===== config.mk =====
export PLATFORM = sky130hd
export DESIGN_NAME = tick_gen
export DESIGN_NICKNAME = d
export VERILOG_FILES = /design/src/rtl/tick_gen_pkg.sv /design/src/rtl/tick_chan.sv /design/src/rtl/tick_gen.sv
export SDC_FILE = /design/constraint.sdc
export NUM_CORES = 1
export LEC_CHECK = 0
export ABC_AREA = 1
export CORE_MARGIN = 2
export CORE_UTILIZATION = 40
export CTS_BUF_LIST = sky130_fd_sc_hd__clkbuf_4
export DETAILED_ROUTE_END_ITERATION = 16
export PLACE_DENSITY = 0.6
export SLEW_MARGIN = 20
export SYNTH_ARGS = -nofsm -noshare
export SYNTH_HDL_FRONTEND = slang
export SYNTH_SLANG_ARGS = --single-unit

===== constraint.sdc =====
create_clock -name clk -period 14.4 [get_ports clk]
set_input_delay 2.88 -clock clk [delete_from_list [all_inputs] [get_ports clk]]
set_output_delay 2.88 -clock clk [all_outputs]
set_load 0.05 [all_outputs]

===== src/rtl/tick_gen_pkg.sv =====
// tick_gen_pkg: shared defaults for the tick generator.
//   NCH_DEF     - default number of divider channels
//   CW_DEF      - default counter / divisor width
//   DEF_DIV_DEF - default divisor loaded at reset
//   CLK_HZ      - master clock frequency (50 MHz)
//   ch_width()  - channel-index width, never less than one bit
package tick_gen_pkg;

  localparam int NCH_DEF     = 3;
  localparam int CW_DEF      = 18;
  localparam int DEF_DIV_DEF = 2;
  localparam int CLK_HZ      = 50_000_000;

  function automatic int ch_width(input int n);
    return (n > 1) ? $clog2(n) : 1;
  endfunction

endpackage


===== src/rtl/tick_chan.sv =====
// tick_chan: one divider channel.
//   clk, reset - master clock, async active-high reset
//   en         - count enable
//   upd        - apply new_div at the next wrap
//   new_div    - replacement divisor (already sanitised, never 0)
//   wrap       - combinational: this cycle ends a period (en && cnt==div-1)
//   tick       - registered one-cycle strobe, one per div enabled cycles
//   sq         - registered square wave, period 2*div
module tick_chan
  import tick_gen_pkg::*;
#(
  parameter int CW      = CW_DEF,
  parameter int DEF_DIV = DEF_DIV_DEF
) (
  input  logic          clk,
  input  logic          reset,
  input  logic          en,
  input  logic          upd,
  input  logic [CW-1:0] new_div,
  output logic          wrap,
  output logic          tick,
  output logic          sq
);

  logic [CW-1:0] cnt;
  logic [CW-1:0] div;

  assign wrap = en && (cnt == div - CW'(1));

  always_ff @(posedge clk or posedge reset) begin
    if (reset) begin
      cnt  <= '0;
      div  <= CW'(DEF_DIV);
      tick <= 1'b0;
      sq   <= 1'b0;
    end else begin
      tick <= wrap;
      if (en) begin
        if (wrap) begin
          cnt <= '0;
          sq  <= ~sq;
          // The new divisor only takes effect at a period boundary, so the
          // period in flight always completes with the old divisor.
          if (upd) div <= new_div;
        end else begin
          cnt <= cnt + CW'(1);
        end
      end
    end
  end

endmodule


===== src/rtl/tick_gen.sv =====
// tick_gen: NCH independent clock dividers with a shared divisor-update port.
//   clk, reset  - 50 MHz master clock, async active-high reset
//   en          - global count enable
//   cfg_valid   - divisor update request
//   cfg_ready   - update can be accepted this cycle
//   cfg_ch      - target channel index
//   cfg_div     - new divisor (0 is treated as 1)
//   tick[NCH]   - per-channel one-cycle strobe
//   sq[NCH]     - per-channel 50% duty divided clock
//
// Handshake: a transfer happens on a rising edge where cfg_valid && cfg_ready.
// cfg_ready is low exactly while one update is pending; the pending update
// is applied (and cfg_ready returns high) on the target channel's next wrap.
// Out-of-range channels are accepted and dropped without going pending.
module tick_gen
  import tick_gen_pkg::*;
#(
  parameter int NCH     = NCH_DEF,
  parameter int CW      = CW_DEF,
  parameter int DEF_DIV = DEF_DIV_DEF
) (
  input  logic                     clk,
  input  logic                     reset,
  input  logic                     en,
  input  logic                     cfg_valid,
  output logic                     cfg_ready,
  input  logic [ch_width(NCH)-1:0] cfg_ch,
  input  logic [CW-1:0]            cfg_div,
  output logic [NCH-1:0]           tick,
  output logic [NCH-1:0]           sq
);

  localparam int CHW = ch_width(NCH);

  logic           pending;
  logic [CHW-1:0] sh_ch;
  logic [CW-1:0]  sh_div;
  logic           xfer;
  logic           ch_ok;
  logic [NCH-1:0] upd;
  logic [NCH-1:0] wrap;

  assign cfg_ready = ~pending;
  assign xfer      = cfg_valid && cfg_ready;
  assign ch_ok     = int'(cfg_ch) < NCH;

  // pending is only set by a transfer registered at this edge, so a wrap in
  // the transfer cycle sees pending=0 and the divisor waits a full period.
  always_ff @(posedge clk or posedge reset) begin
    if (reset) begin
      pending <= 1'b0;
      sh_ch   <= '0;
      sh_div  <= '0;
    end else if (xfer) begin
      if (ch_ok) begin
        pending <= 1'b1;
        sh_ch   <= cfg_ch;
        sh_div  <= (cfg_div == '0) ? CW'(1) : cfg_div;
      end
    end else if (|(upd & wrap)) begin
      pending <= 1'b0;
    end
  end

  for (genvar i = 0; i < NCH; i++) begin : g_ch
    assign upd[i] = pending && (sh_ch == CHW'(i));

    tick_chan #(
      .CW      (CW),
      .DEF_DIV (DEF_DIV)
    ) u_chan (
      .clk     (clk),
      .reset   (reset),
      .en      (en),
      .upd     (upd[i]),
      .new_div (sh_div),
      .wrap    (wrap[i]),
      .tick    (tick[i]),
      .sq      (sq[i])
    );
  end

endmodule


# ---- Word level (Yosys, flattened, before mapping)
# Index checks and enable logic that the tools add are counted.
dict set report word_totals {
  ff_bits 135
  inputBits 24
  out_inout_bits 7
  word_cells 59
}
dict set report op_classes {
  n_addsub 6
  n_lt_le_gt_ge 1
  n_eq_ne 6
  n_mux 7
  bitwise_logic 5
  reduce_logical 19
}
# cell count
set op_table {}
lappend op_table {{$mux W18} 4}
lappend op_table {{$add A18 B1 Y18 const B} 3}
lappend op_table {{$eq A18 B18 Y1} 3}
lappend op_table {{$sub A18 B1 Y18 const B} 3}
lappend op_table {{$logic_not A18 Y1} 1}
lappend op_table {{$reduce_and A2 Y1} 5}
lappend op_table {{$reduce_and A3 Y1} 3}
lappend op_table {{$logic_and A1 B1 Y1} 7}
lappend op_table {{$not A1 Y1} 4}
lappend op_table {{$and A3 B3 Y3} 1}
lappend op_table {{$mux W1} 3}
lappend op_table {{$reduce_or A3 Y1} 1}
lappend op_table {{$eq A2 B1 Y1 const B} 1}
lappend op_table {{$eq A2 B2 Y1 const B} 1}
lappend op_table {{$logic_not A2 Y1} 1}
lappend op_table {{$lt A2 B2 Y1 const B} 1}
lappend op_table {{$ne A2 B1 Y1 const B} 1}
lappend op_table {{$reduce_bool A2 Y1} 1}

# ---- Logic depth before layout (Yosys ltp)
# Gate-level depths: netlist of the first run.
dict set report depth {
  word_depth 7
  ltp_mapped 17
  mapped_depth_nobuf 16
}

# ---- Hierarchy
# Synthesis of the first run repeated with hierarchy kept, for this count alone.
dict set report unflattened {
  hier_cells 1374
  area_unflattened_um2 9233.9
}
# module n_inst cells_each area_per_inst_um2 seq_area_each_um2
set modules_own_cells {}
lappend modules_own_cells {tick_chan 3 421 2773.9 952.2}
lappend modules_own_cells {tick_gen 1 111 912.1 525.5}

# ---- Least setup slack after synthesis of the first run
# No wires, ideal clock.
dict set report synth_timing {
  path_type {in2reg}
  startpoint {in en}
  endpoint {reg pending}
  setup_time_ps 129
  arrival_time_ps 4039
  t_required_ps 14271
  setup_slack_ps 10232
  path_stages 12
  path_cell_list {inv_2 a21oi_1 nand3_1 nor2_1 nand2_1 nor2_1 nand3_2 nor2_4 nand4_4 buf_6 nand3_2 nand2_1}
}
dict set report synth_between {
  elab_chain_len 5
}
# element line
set synth_lines {}
lappend synth_lines {{from (decl)} tick_gen.sv:24} ;# input logic en,
lappend synth_lines {{$logic_and A1 B1 Y1} tick_chan.sv:28} ;# assign wrap = en && (cnt == div - CW'(1));
lappend synth_lines {{$and A3 B3 Y3 (*)} tick_gen.sv:60} ;# end else if (|(upd & wrap)) begin
lappend synth_lines {{$reduce_or A3 Y1 (*)} tick_gen.sv:60}
lappend synth_lines {{$reduce_bool A2 Y1 (no line) (*)} n/a}
lappend synth_lines {{$reduce_and A2 Y1 (no line) (*)} n/a}
lappend synth_lines {{to (signal assigned)} tick_gen.sv:51} ;# pending <= 1'b0;
lappend synth_lines {{to (signal assigned)} tick_gen.sv:56} ;# pending <= 1'b1;
lappend synth_lines {{to (signal assigned)} tick_gen.sv:61} ;# pending <= 1'b0;
lappend synth_lines {{to (decl)} tick_gen.sv:35} ;# logic pending;
# Every way passes the cells marked *; elsewhere a longest branch is shown, timed or not.
# A chain may end at the register's enable or synchronous reset.

# ---- Worst setup path after layout of the first run
dict set report layout_timing {
  startpoint {in en}
  endpoint {reg g_ch[1].u_chan.div[3]}
}
dict set report layout_between {
  elab_chain_len 2
}
# element line
set layout_lines {}
lappend layout_lines {{$logic_and A1 B1 Y1} tick_chan.sv:28}
lappend layout_lines {{$reduce_and A3 Y1 (no line) (*)} n/a}
lappend layout_lines {{to (signal assigned)} tick_chan.sv:33} ;# div <= CW'(DEF_DIV);
lappend layout_lines {{to (signal assigned)} tick_chan.sv:44} ;# if (upd) div <= new_div;
lappend layout_lines {{to (decl)} tick_chan.sv:26} ;# logic [CW-1:0] div;
# Marks and branches as above.

==> results of run 1 <==
## per-layer routing
metal	track usage, %	vias to the layer above	part of all wire [%]	wire, um
met4	5.25	0	1.2	261
li1	-	3892	-	-
met3	3.10	18	3.8	804
met2	28.9	151	45	9400
met1	27.0	3448	50	10500
met5	0	-	0	0
## worst min-delay path by stage
stage | startpoint | to | slack, ns | cells after the start
after floorplan | g_ch[2].u_chan.sq$_DFFE_PP0P_ | g_ch[2].u_chan.sq$_DFFE_PP0P_ | 0.45 | 1
after global placement | g_ch[2].u_chan.sq$_DFFE_PP0P_ | g_ch[2].u_chan.sq$_DFFE_PP0P_ | 0.46 | 1
after detailed placement | g_ch[2].u_chan.sq$_DFFE_PP0P_ | g_ch[2].u_chan.sq$_DFFE_PP0P_ | 0.47 | 1
after CTS | g_ch[2].u_chan.sq$_DFFE_PP0P_ | g_ch[2].u_chan.sq$_DFFE_PP0P_ | 0.49 | 1
after global routing | g_ch[0].u_chan.div[1]$_DFFE_PP1P_ | g_ch[0].u_chan.div[1]$_DFFE_PP1P_ | 0.50 | 2
final | g_ch[2].u_chan.sq$_DFFE_PP0P_ | g_ch[2].u_chan.sq$_DFFE_PP0P_ | 0.48 | 1
## through the flow
stage               utilization (%)  total power [uW]  cells  setup WS, ns  hold WS, ns
floorplan                         -               703   1241          7.91        0.447
global placement               42.7               800   1525          8.84        0.461
detailed placement             42.7               804   1525          8.76        0.472
CTS                            44.0              1070   1557          9.34        0.489
global route                   44.0              1130   1558          9.12        0.504
finish                         44.0              1060   1558          9.33        0.481
## Yosys cell counts, types with 9 or more instances
library cell,instances,area (um^2)
nor2_4,11,124
clkbuf_1,9,33.8
nand2_2,12,75.1
nand2_1,351,1320
nor2_1,149,559
nor3_1,20,100
o21ai_0,39,195
xor2_1,45,394
nor2_2,10,62.6
nand4_1,27,169
nand3_1,73,365
inv_1,196,736
o21ai_2,19,166
dfrtp_1,132,3300
o21ai_1,14,70.1
nand3b_1,17,128
a21oi_1,19,95.1
xnor2_1,24,210
buf_6,9,101
## cell families (layout without fill, tap and decap cells)
logic type	Yosys count	after routing	synth area share [%]
other cells	0	1	0
simple gates	699	699	35.8
compound gates	96	96	6.47
xor+xnor	70	70	7.14
flops	135	135	38.5
fa+ha+maj	6	6	0.855
buf+inv	235	271	11.2
## power breakdown
group	leakage (uW)	internal, uW	total, uW	switching, uW
Sequential	0.00163	440	503	62.8
Clock	0.000144	104	261	157
Combinational	0.00328	99.0	295	196
## cell type report
cell class                      count  area share [%]
Multi-Input combinational cell    871            46.3
Tap cell                          280            3.67
Timing Repair Buffer               34            3.46
Clock inverter                     15            1.60
Sequential cell                   135            35.5
Antenna cell                        1          0.0262
Inverter                          205            8.12
Clock buffer                       17            1.34
## registers in the layout, summed over array words and instances, names as in the netlist
signal,count
pending,1
sh_ch,2
g_ch.u_chan.cnt,54
g_ch.u_chan.div,54
sh_div,18
g_ch.u_chan.sq,3
g_ch.u_chan.tick,3
## worst max-delay path: stages
cell and delay, ns:
clkdlybuf4s50_1 0.46, buf_4 0.26, inv_2 0.21, a21oi_1 0.16, nand3_1 0.11, nor2_1 0.13, nand2_1 0.06, nor2_1 0.13
nand3_2 0.10, nor2_4 0.13, nand4_4 0.52, nand2_1 0.25, o21ai_2 0.07
## cell usage in the layout (no fill, tap or decap), types with 3 or more instances in the layout
cell	instances
clkinvlp_4	3
clkinv_1	3
xnor2_1	24
nor2_1	149
xor2_1	45
o21ai_2	19
inv_2	8
nand2_2	12
dfrtp_1	132
dfstp_2	3
nor3_1	19
nand3_2	7
nor4_1	4
o21ai_1	14
inv_1	195
nand3b_1	17
inv_6	5
and3_1	4
o21ai_0	39
clkbuf_4	17
ha_1	6
nand4_1	27
nor2_2	10
clkdlybuf4s50_1	30
or2_2	7
a21oi_1	19
buf_4	4
nand2_1	351
nand3_1	73
nor2_4	11
==> summary.txt, run 1 <==
Outcome
  • Status: finished clean

Timing
  • Number of hold violations in the final report: 0
  • Final Max Tran Viols: 0
  • Crit share post-route: 35.2%
  • Peak Freq: 197 MHz
  • Unrepaired setup endpoints after global routing: no
  • Actual slew at the worst max-slew pin: 0.846 ns
  • Sum of negative setup slack: 0 ns
  • Final Setup Violations: 0
  • Max-slew headroom at the worst pin: 43.6%
  • Final worst clock skew: 0.0216 ns
  • Clock period minus worst slack: 5.07 ns

Global route
  • First-pass GRT wire length: 35.1 mm
  • Vias in the first global route: 6896
  • Total grt overflow: 0
  • Antenna violations before repair: 1
  • Largest net degree at the start of global routing: 70
  • Total GRT Usage: 18.6%

Clocking
  • CTS resizes: 0
  • CTS root buf: clkbuf_4
  • Post-CTS Setup Repair Bufs: 0
  • Worst-Skew Late Latency: 0.55 ns
  • CTS clock-pin slew for the worst setup and hold paths: 0.12 ns
  • TritonCTS Buffers: 17
  • Quantity of hold-fixing buffers added after cts: 0
  • Htree depth: 4
  • CTS Sinks: 135
  • TritonCTS clock tree: built
  • Clock buffer depth: 2

Route
  • WL/cell: 13.5 um
  • Vias per cell: 4.82
  • Total number of vias: 7509
  • DR iter-0 viols: 482
  • Drt pass-1 iters: 5
  • Final WL: 21.0 mm
  • ANT nets after route: 0
  • DRC Markers: 0

Placed design
  • Placed Instance Area: 0.00926 mm^2
  • Port bufs: 30
  • Final GP Congestion: 0.877
  • Post-DP HPWL: 15.7 mm

Synthesis
  • Mapped Nets: 1271
  • Distinct cells, synth: 41
  • Main synth FF type: dfrtp_1
  • Yosys warns: 0
  • Async set-or-reset flop fraction in the synthesized netlist: 100%
  • Seq/Total Area, Yosys: 38.5%
  • Mapped Area: 0.00878 mm^2
  • Flops & latches, synth: 135
  • Syn Inst Count: 1241
  • Post-synth EDFFs: 0
  • Mean Syn Cell Area: 7.07 um^2

Critical path
  • Worst flop-to-flop path startpoint: g_ch[1].u_chan.div[0]$_DFFE_PP0P_
  • CP startpoint kind: input pin
  • Reg-to-reg setup timing slack: 11.59 ns
  • Critical path class: in -> reg
  • R2r endpoint: g_ch[1].u_chan.div[3]$_DFFE_PP0P_
  • Worst Path Max Fanout: 37
  • CP arrival: 5.48 ns
  • FF-to-FF path depth: 13
  • Worst endpoint required time: 14.81 ns
  • Crit. Startpoint: en
  • Setup crit end: g_ch[1].u_chan.div[3]$_DFFE_PP0P_
  • Worst setup EP type: register

Floorplanning
  • Die height: 152 um
  • DIE AREA: 0.0231 mm^2
  • Row count: 54
  • Die W: 152 um
  • Initial Utilization: 40.5%
  • # IOs: 31
  • Core Footprint: 0.0217 mm^2

Pwr
  • PwrDens: 111 mW/mm^2
  • Leak: 0.00505 uW
  • Max VDD drop: 0.0552 mV

Finish
  • Synth-to-Final Area Change: 8.64%
  • Filler cells: 2234
  • Layout Nets: 1294
  • Design area: 0.00954 mm^2
  • Area of the multi-input gates: 0.00442 mm^2
  • Share of post-route cells with drive strength above 1: 9.16%
  • Reg area: 0.00338 mm^2

Worst hold path
  • Hold WC Path Type: reg -> reg

Job
  • Max cap viols: 0
No activity file was read; power rests on OpenSTA's default activity.
==> run 2, diff against run 1 <==
clock period = 4.9 ns   (was 14.4 ns; I/O delays follow)
==> run 2 against run 1 <==
Against the previous run:
- first-iteration DRC count is 3.7% lower
- final cell count unchanged
- total power rose to 2.9 times the previous value
- via count shrank 1.5%
- critical path depth is 11 lower
- non-clock buffer count stayed put
- clock skew shrank 0.0034 ns
- flip-flop and latch count stayed put
- die area stayed put
- sequential share of layout area about the same
- design area is essentially flat
- combinational power grew to 2.9 times the previous value
==> summary.txt, run 2 (synthesis gave the netlist of run 1 again) <==
Pwr
  • Comb pwr share: 28.4% (+0.6 points)
  • Clk pwr share: 23.0% (-1.7 points)
  • P_int: 1840 uW (+190%)
  • Switch Pwr: 1190 uW (+190%)
  • PwrDens: 318 mW/mm^2 (+190%)
  • Leak: 0.00504 uW (-0.36%)
  • Switch share: 39.4% (+0.11 points)
  • Reg power frac: 48.6% (+1.1 points)
  • Total power: 3030 uW (+190%)
  • Max VDD drop: 0.154 mV (+180%)

Timing
  • Unrepaired setup endpoints after global routing: no
  • Sum of negative setup slack: 0 ns (unchanged)
  • Max-slew headroom at the worst pin: 54.6% (+11 points)
  • WHS: 0.489 ns (+0.00814 ns)
  • Actual slew at the worst max-slew pin: 0.679 ns (-0.167 ns)
  • Number of hold violations in the final report: 0 (unchanged)
  • Final worst clock skew: 0.0182 ns (-0.00340 ns)
  • Peak Freq: 342 MHz
  • Crit share post-route: 59.6%
  • Final Max Tran Viols: 0 (unchanged)
  • Final Setup Violations: 0 (unchanged)
  • Clock period minus worst slack: 2.92 ns

Clocking
  • TritonCTS clock tree: built
  • Htree depth: 4 (unchanged)
  • Quantity of hold-fixing buffers added after cts: 0 (unchanged)
  • TritonCTS Buffers: 17 (unchanged)
  • CTS Sinks: 135 (unchanged)
  • CTS root buf: clkbuf_4
  • Clock buffer depth: 2 (unchanged)
  • CTS clock-pin slew for the worst setup and hold paths: 0.13 ns (about the same)
  • Worst-Skew Late Latency: 0.55 ns (about the same)
  • Post-CTS Setup Repair Bufs: 0 (unchanged)
  • CTS resizes: 0 (unchanged)

Route
  • Final WL: 20.6 mm (-1.9%)
  • WL/cell: 13.2 um (-1.9%)
  • ANT nets after route: 0 (unchanged)
  • DR iter-0 viols: 464 (-3.7%)
  • Vias per cell: 4.75 (-1.5%)
  • DRC Markers: 0 (unchanged)
  • Total number of vias: 7400 (-1.5%)
  • Drt pass-1 iters: 5 (unchanged)

Floorplanning
  • Row count: 54 (unchanged)
  • # IOs: 31 (unchanged)
  • Initial Utilization: 40.5% (unchanged)
  • Die W: 152 um (unchanged)
  • DIE AREA: 0.0231 mm^2 (unchanged)
  • Die height: 152 um (unchanged)
  • Core Footprint: 0.0217 mm^2 (unchanged)

Finish
  • Layout Nets: 1294 (unchanged)
  • Top flop regs: g_ch.u_chan.cnt x54, g_ch.u_chan.div x54, sh_div x18
  • Share of post-route cells with drive strength above 1: 9.16% (unchanged)
  • Commonest non-fill, non-tap cell in the layout: nand2_1
  • Filler cells: 2254 (+0.90%)
  • Commonest cells after routing, fill and taps aside: 351 x nand2_1, 195 x inv_1, 149 x nor2_1
  • Synth-to-Final Area Change: 8.54% (about the same)

Outcome
  • Status: finished clean

Global route
  • First-pass GRT wire length: 35.5 mm (+1.3%)
  • Antenna violations before repair: 1 (unchanged)
  • Vias in the first global route: 7036 (+2.0%)
  • Total grt overflow: 0 (unchanged)
  • Total GRT Usage: 18.8% (+0.13 points)
  • Largest net degree at the start of global routing: 73 (+4.3%)

Placed design
  • Final GP Congestion: 0.909 (+3.6%)
  • Post-DP HPWL: 15.6 mm (-1.0%)
  • Port bufs: 30 (unchanged)

Critical path
  • Critical path class: reg -> out
  • Worst endpoint required time: 3.92 ns (-10.89 ns)
  • Worst Path Max Fanout: 3 (-92%)
  • CP arrival: 1.94 ns (-3.54 ns)
  • CP startpoint kind: register
  • Worst setup EP type: output port

Worst hold path
  • Hold WC Path Type: reg -> reg

Job
  • Max cap viols: 0 (unchanged)
## run 2: worst paths after layout
path                                                 endpoint  slack (ns)                         startpoint  depth (start not counted)
min                             g_ch[2].u_chan.sq$_DFFE_PP0P_        0.49      g_ch[2].u_chan.sq$_DFFE_PP0P_                          1
max in group asynchronous   g_ch[0].u_chan.div[1]$_DFFE_PP1P_        3.17                              reset                          3
min reg2reg                     g_ch[2].u_chan.sq$_DFFE_PP0P_        0.49      g_ch[2].u_chan.sq$_DFFE_PP0P_                          1
max reg2reg                g_ch[1].u_chan.div[15]$_DFFE_PP0P_        2.10  g_ch[1].u_chan.div[0]$_DFFE_PP0P_                         15
min in group asynchronous  g_ch[1].u_chan.cnt[14]$_DFFE_PP0P_        0.89                              reset                          2
max                                                 cfg_ready        1.98                pending$_DFFE_PP0P_                          2
## run 2: metrics by stage
step / util, % / setup slack, ns / instance area, um^2 / std cells
final: 43.9 / 1.98 / 9530 / 1558
after global routing: 43.9 / 1.75 / 9530 / 1558
after CTS: 43.9 / 1.94 / 9530 / 1557
after detailed placement: 42.7 / 1.41 / 9270 / 1525
after global placement: 42.7 / 1.47 / 9270 / 1525
after floorplan: - / 0.314 / 8780 / 1241
## run 2: per-layer routing
metal / part of all wire (%) / global-route usage [%] / up-vias
li1: - / - / 3889
met2: 44 / 29.1 / 118
met5: 0 / 0 / -
met3: 3.0 / 2.53 / 18
met1: 52 / 27.5 / 3375
met4: 1.3 / 5.38 / 0
## run 2: layout make-up
type                            count  area [um^2]  share of cell area (%)
Inverter                          205          774                    8.13
Clock buffer                       17          128                    1.34
Clock inverter                     15          131                    1.38
Sequential cell                   135         3380                    35.5
Antenna cell                        1         2.50                  0.0263
Timing Repair Buffer               34          343                    3.60
Multi-Input combinational cell    871         4420                    46.4
Tap cell                          280          350                    3.68
## run 2: power groups by stage
stage | registers, uW | clock network (uW) | logic (uW)
floorplan | 1430 | 0 | 638
global placement | 1490 | 0 | 856
detailed placement | 1490 | 0 | 867
CTS | 1470 | 727 | 868
global route | 1500 | 775 | 995
finish | 1470 | 696 | 861
## run 2: worst max-delay path, stage by stage, from the launching register on
cell,delay [ns]
dfrtp_1,0.43
inv_1,0.14
clkdlybuf4s50_1,0.82
==> run 3, diff against run 2 <==
clock period = 3 ns   (was 4.9 ns; I/O delays follow)
==> run 3 against run 2 <==
Against the previous run:
- core utilization rose by 0.97 points
- global-route usage about the same
- register-to-register slack worse by 1.6 ns
- combinational power rose by 66%
- first-iteration DRC count grew 6.7%
- highest routed layer unchanged
==> summary.txt, run 3 (synthesis gave the netlist of run 1 again) <==
Outcome
  • Status: finished clean

Placed design
  • Post-DP HPWL: 16.4 mm (+5.1%)
  • Final GP Congestion: 0.876 (-3.7%)
  • Port bufs: 30 (unchanged)
  • Dpl ws: 0.135 ns (-1.27 ns)

Route
  • Drt pass-1 iters: 5 (unchanged)
  • Total number of vias: 7533 (+1.8%)
  • Final WL: 21.1 mm (+2.7%)
  • WL/cell: 13.4 um (+1.9%)
  • ANT nets after route: 0 (unchanged)
  • DR iter-0 viols: 495 (+6.7%)
  • DRC Markers: 0 (unchanged)
  • Vias per cell: 4.80 (+0.95%)

Floorplanning
  • Row count: 54 (unchanged)
  • # IOs: 31 (unchanged)
  • DIE AREA: 0.0231 mm^2 (unchanged)
  • Initial Utilization: 40.5% (unchanged)
  • Die W: 152 um (unchanged)
  • Die height: 152 um (unchanged)
  • Core Footprint: 0.0217 mm^2 (unchanged)

Critical path
  • Worst flop-to-flop path startpoint: g_ch[2].u_chan.div[0]$_DFFE_PP0P_
  • Critical path class: reg -> reg
  • Worst setup EP type: register
  • Crit-path most repeated cell: nand2_1
  • FF-to-FF path depth: 16 (+1)
  • Reg-to-reg setup timing slack: 0.46 ns (-1.64 ns)
  • Worst Path Buf+Inv: 2 (unchanged)
  • CP startpoint kind: register
  • Worst path slowest cell: dfrtp_1
  • Worst endpoint required time: 3.48 ns (-0.44 ns)
  • Crit-path max cell delay: 0.42 ns (-0.40 ns)
  • R2r endpoint: g_ch[2].u_chan.div[7]$_DFFE_PP0P_
  • CP arrival: 3.03 ns (+1.09 ns)
  • Delay-heaviest family, CP: simple AND/OR/NAND/NOR gates
  • Cell Chain, Critical Path: inv_1 -> ha_1 -> nand2_1 -> nor2_1 -> nand2_1 -> nand2_1 -> nand2_1 -> nand2_1 -> nand2_1 -> nor2_1 -> nand2_1 -> nor2_4 -> nand3_4 -> nand2_1 -> nand2_1 -> inv_1
  • Worst Path Max Fanout: 18 (+15)

Finish
  • Filler cells: 2206 (-2.1%)
  • Core Util, Final: 44.9% (+0.97 points)
  • Synth-to-Final Area Change: 10.9%
  • Layout Nets: 1307 (+1.0%)
  • Commonest non-fill, non-tap cell in the layout: nand2_1
  • Share of post-route cells with drive strength above 1: 10.2% (+0.99 points)
  • Commonest cells after routing, fill and taps aside: 351 x nand2_1, 195 x inv_1, 149 x nor2_1
  • Top flop regs: g_ch.u_chan.cnt x54, g_ch.u_chan.div x54, sh_div x18

Pwr
  • Switch share: 38.1% (-1.3 points)
  • Leak: 0.00516 uW (+2.5%)
  • Max VDD drop: 0.230 mV (+49%)
  • Switch Pwr: 1970 uW (+65%)
  • Reg power frac: 46.4% (-2.2 points)
  • P_int: 3190 uW (+74%)
  • Comb pwr share: 27.7% (-0.7 points)
  • PwrDens: 530 mW/mm^2 (+67%)
  • Clk pwr share: 25.9% (+2.9 points)

Timing
  • Final Max Tran Viols: 0 (unchanged)
  • Max-slew headroom at the worst pin: 51.1% (-3.5 points)
  • Final setup margin: 0.458 ns (-1.52 ns)
  • Final Setup Violations: 0 (unchanged)
  • Number of hold violations in the final report: 0 (unchanged)
  • Clock period minus worst slack: 2.54 ns
  • Actual slew at the worst max-slew pin: 0.729 ns (+0.0498 ns)
  • Peak Freq: 393 MHz
  • Unrepaired setup endpoints after global routing: no
  • Final worst clock skew: 0.0203 ns (+0.00212 ns)
  • Crit share post-route: 84.7%
  • Sum of negative setup slack: 0 ns (unchanged)

Clocking
  • CTS root buf: clkbuf_4
  • Worst-Skew Late Latency: 0.55 ns (about the same)
  • Quantity of hold-fixing buffers added after cts: 0 (unchanged)
  • CTS clock-pin slew for the worst setup and hold paths: 0.14 ns (about the same)
  • CTS resizes: 0 (unchanged)
  • CTS Sinks: 135 (unchanged)
  • TritonCTS clock tree: built
  • Htree depth: 4 (unchanged)
  • Clock buffer depth: 2 (unchanged)
  • Post-CTS Setup Repair Bufs: 0 (unchanged)
  • TritonCTS Buffers: 17 (unchanged)

Global route
  • Largest net degree at the start of global routing: 42 (-42%)
  • Total GRT Usage: 18.8% (about the same)
  • Total grt overflow: 0 (unchanged)
  • Vias in the first global route: 7044 (+0.11%)
  • First-pass GRT wire length: 35.5 mm (-0.25%)
  • Antenna violations before repair: 1 (unchanged)

Worst hold path
  • Hold WC Path Type: in -> async

Job
  • Max cap viols: 0 (unchanged)
-- run 3: stage by stage --
step / cell area (um^2) / hold WS, ns / power [uW] / cells
after floorplan: 8780 / 0.447 / 3380 / 1241
after global placement: 9430 / 0.462 / 3840 / 1538
after detailed placement: 9430 / 0.464 / 3860 / 1538
after CTS: 9740 / 0.315 / 5210 / 1570
after global routing: 9740 / 0.331 / 5540 / 1571
final: 9740 / 0.354 / 5160 / 1571
-- run 3: worst register-to-register path, stage by stage, from the launching register on --
cell and delay [ns]:
dfrtp_1 0.42, inv_1 0.11, ha_1 0.26, nand2_1 0.07, nor2_1 0.27, nand2_1 0.10, nand2_1 0.10, nand2_1 0.05
nand2_1 0.05, nand2_1 0.07, nor2_1 0.11, nand2_1 0.09, nor2_4 0.26, nand3_4 0.28, nand2_1 0.13, nand2_1 0.06
inv_1 0.05
-- run 3: how the worst max path moves through the flow --
stage,startpoint,cells past startpoint,endpoint,slack (ns)
2_1_floorplan,reset,1,g_ch[0].u_chan.cnt[0]$_DFFE_PP0P_,0.72
3_3_place_gp,en,13,g_ch[2].u_chan.cnt[16]$_DFFE_PP0P_,0.15
3_5_place_dp,en,13,g_ch[2].u_chan.cnt[3]$_DFFE_PP0P_,0.13
4_1_cts,g_ch[0].u_chan.div[0]$_DFFE_PP0P_,12,g_ch[0].u_chan.cnt[14]$_DFFE_PP0P_,0.42
5_1_grt,g_ch[0].u_chan.div[0]$_DFFE_PP0P_,12,g_ch[0].u_chan.cnt[14]$_DFFE_PP0P_,0.20
6_report,g_ch[2].u_chan.div[0]$_DFFE_PP0P_,16,g_ch[2].u_chan.div[7]$_DFFE_PP0P_,0.46
-- run 3: cell type report --
| cell class | instances | area [um^2] | share of cell area (%) |
|---|---|---|---|
| diodes | 1 | 2.50 | 0.0257 |
| clock buffers | 18 | 135 | 1.39 |
| clock inverters | 14 | 175 | 1.80 |
| inverters | 205 | 773 | 7.94 |
| multi-input cells | 871 | 4420 | 45.4 |
| flip-flops and latches | 135 | 3380 | 34.7 |
| well taps | 280 | 350 | 3.60 |
| repair buffers | 47 | 503 | 5.16 |
-- run 3: per-layer routing --
layer	global-route usage, %	vias up	wire, um
li1	-	3928	-
met1	27.0	3465	10600
met2	30.0	123	9650
met3	2.65	17	699
met4	4.54	0	165
met5	0	-	0
-- run 3: power groups by stage --
stage	Combinational, uW	Clock, uW	Sequential [uW]
global route	1650	1440	2450
finish	1430	1340	2400
global placement	1420	0	2420
detailed placement	1430	0	2430
CTS	1440	1380	2400
floorplan	1040	0	2330
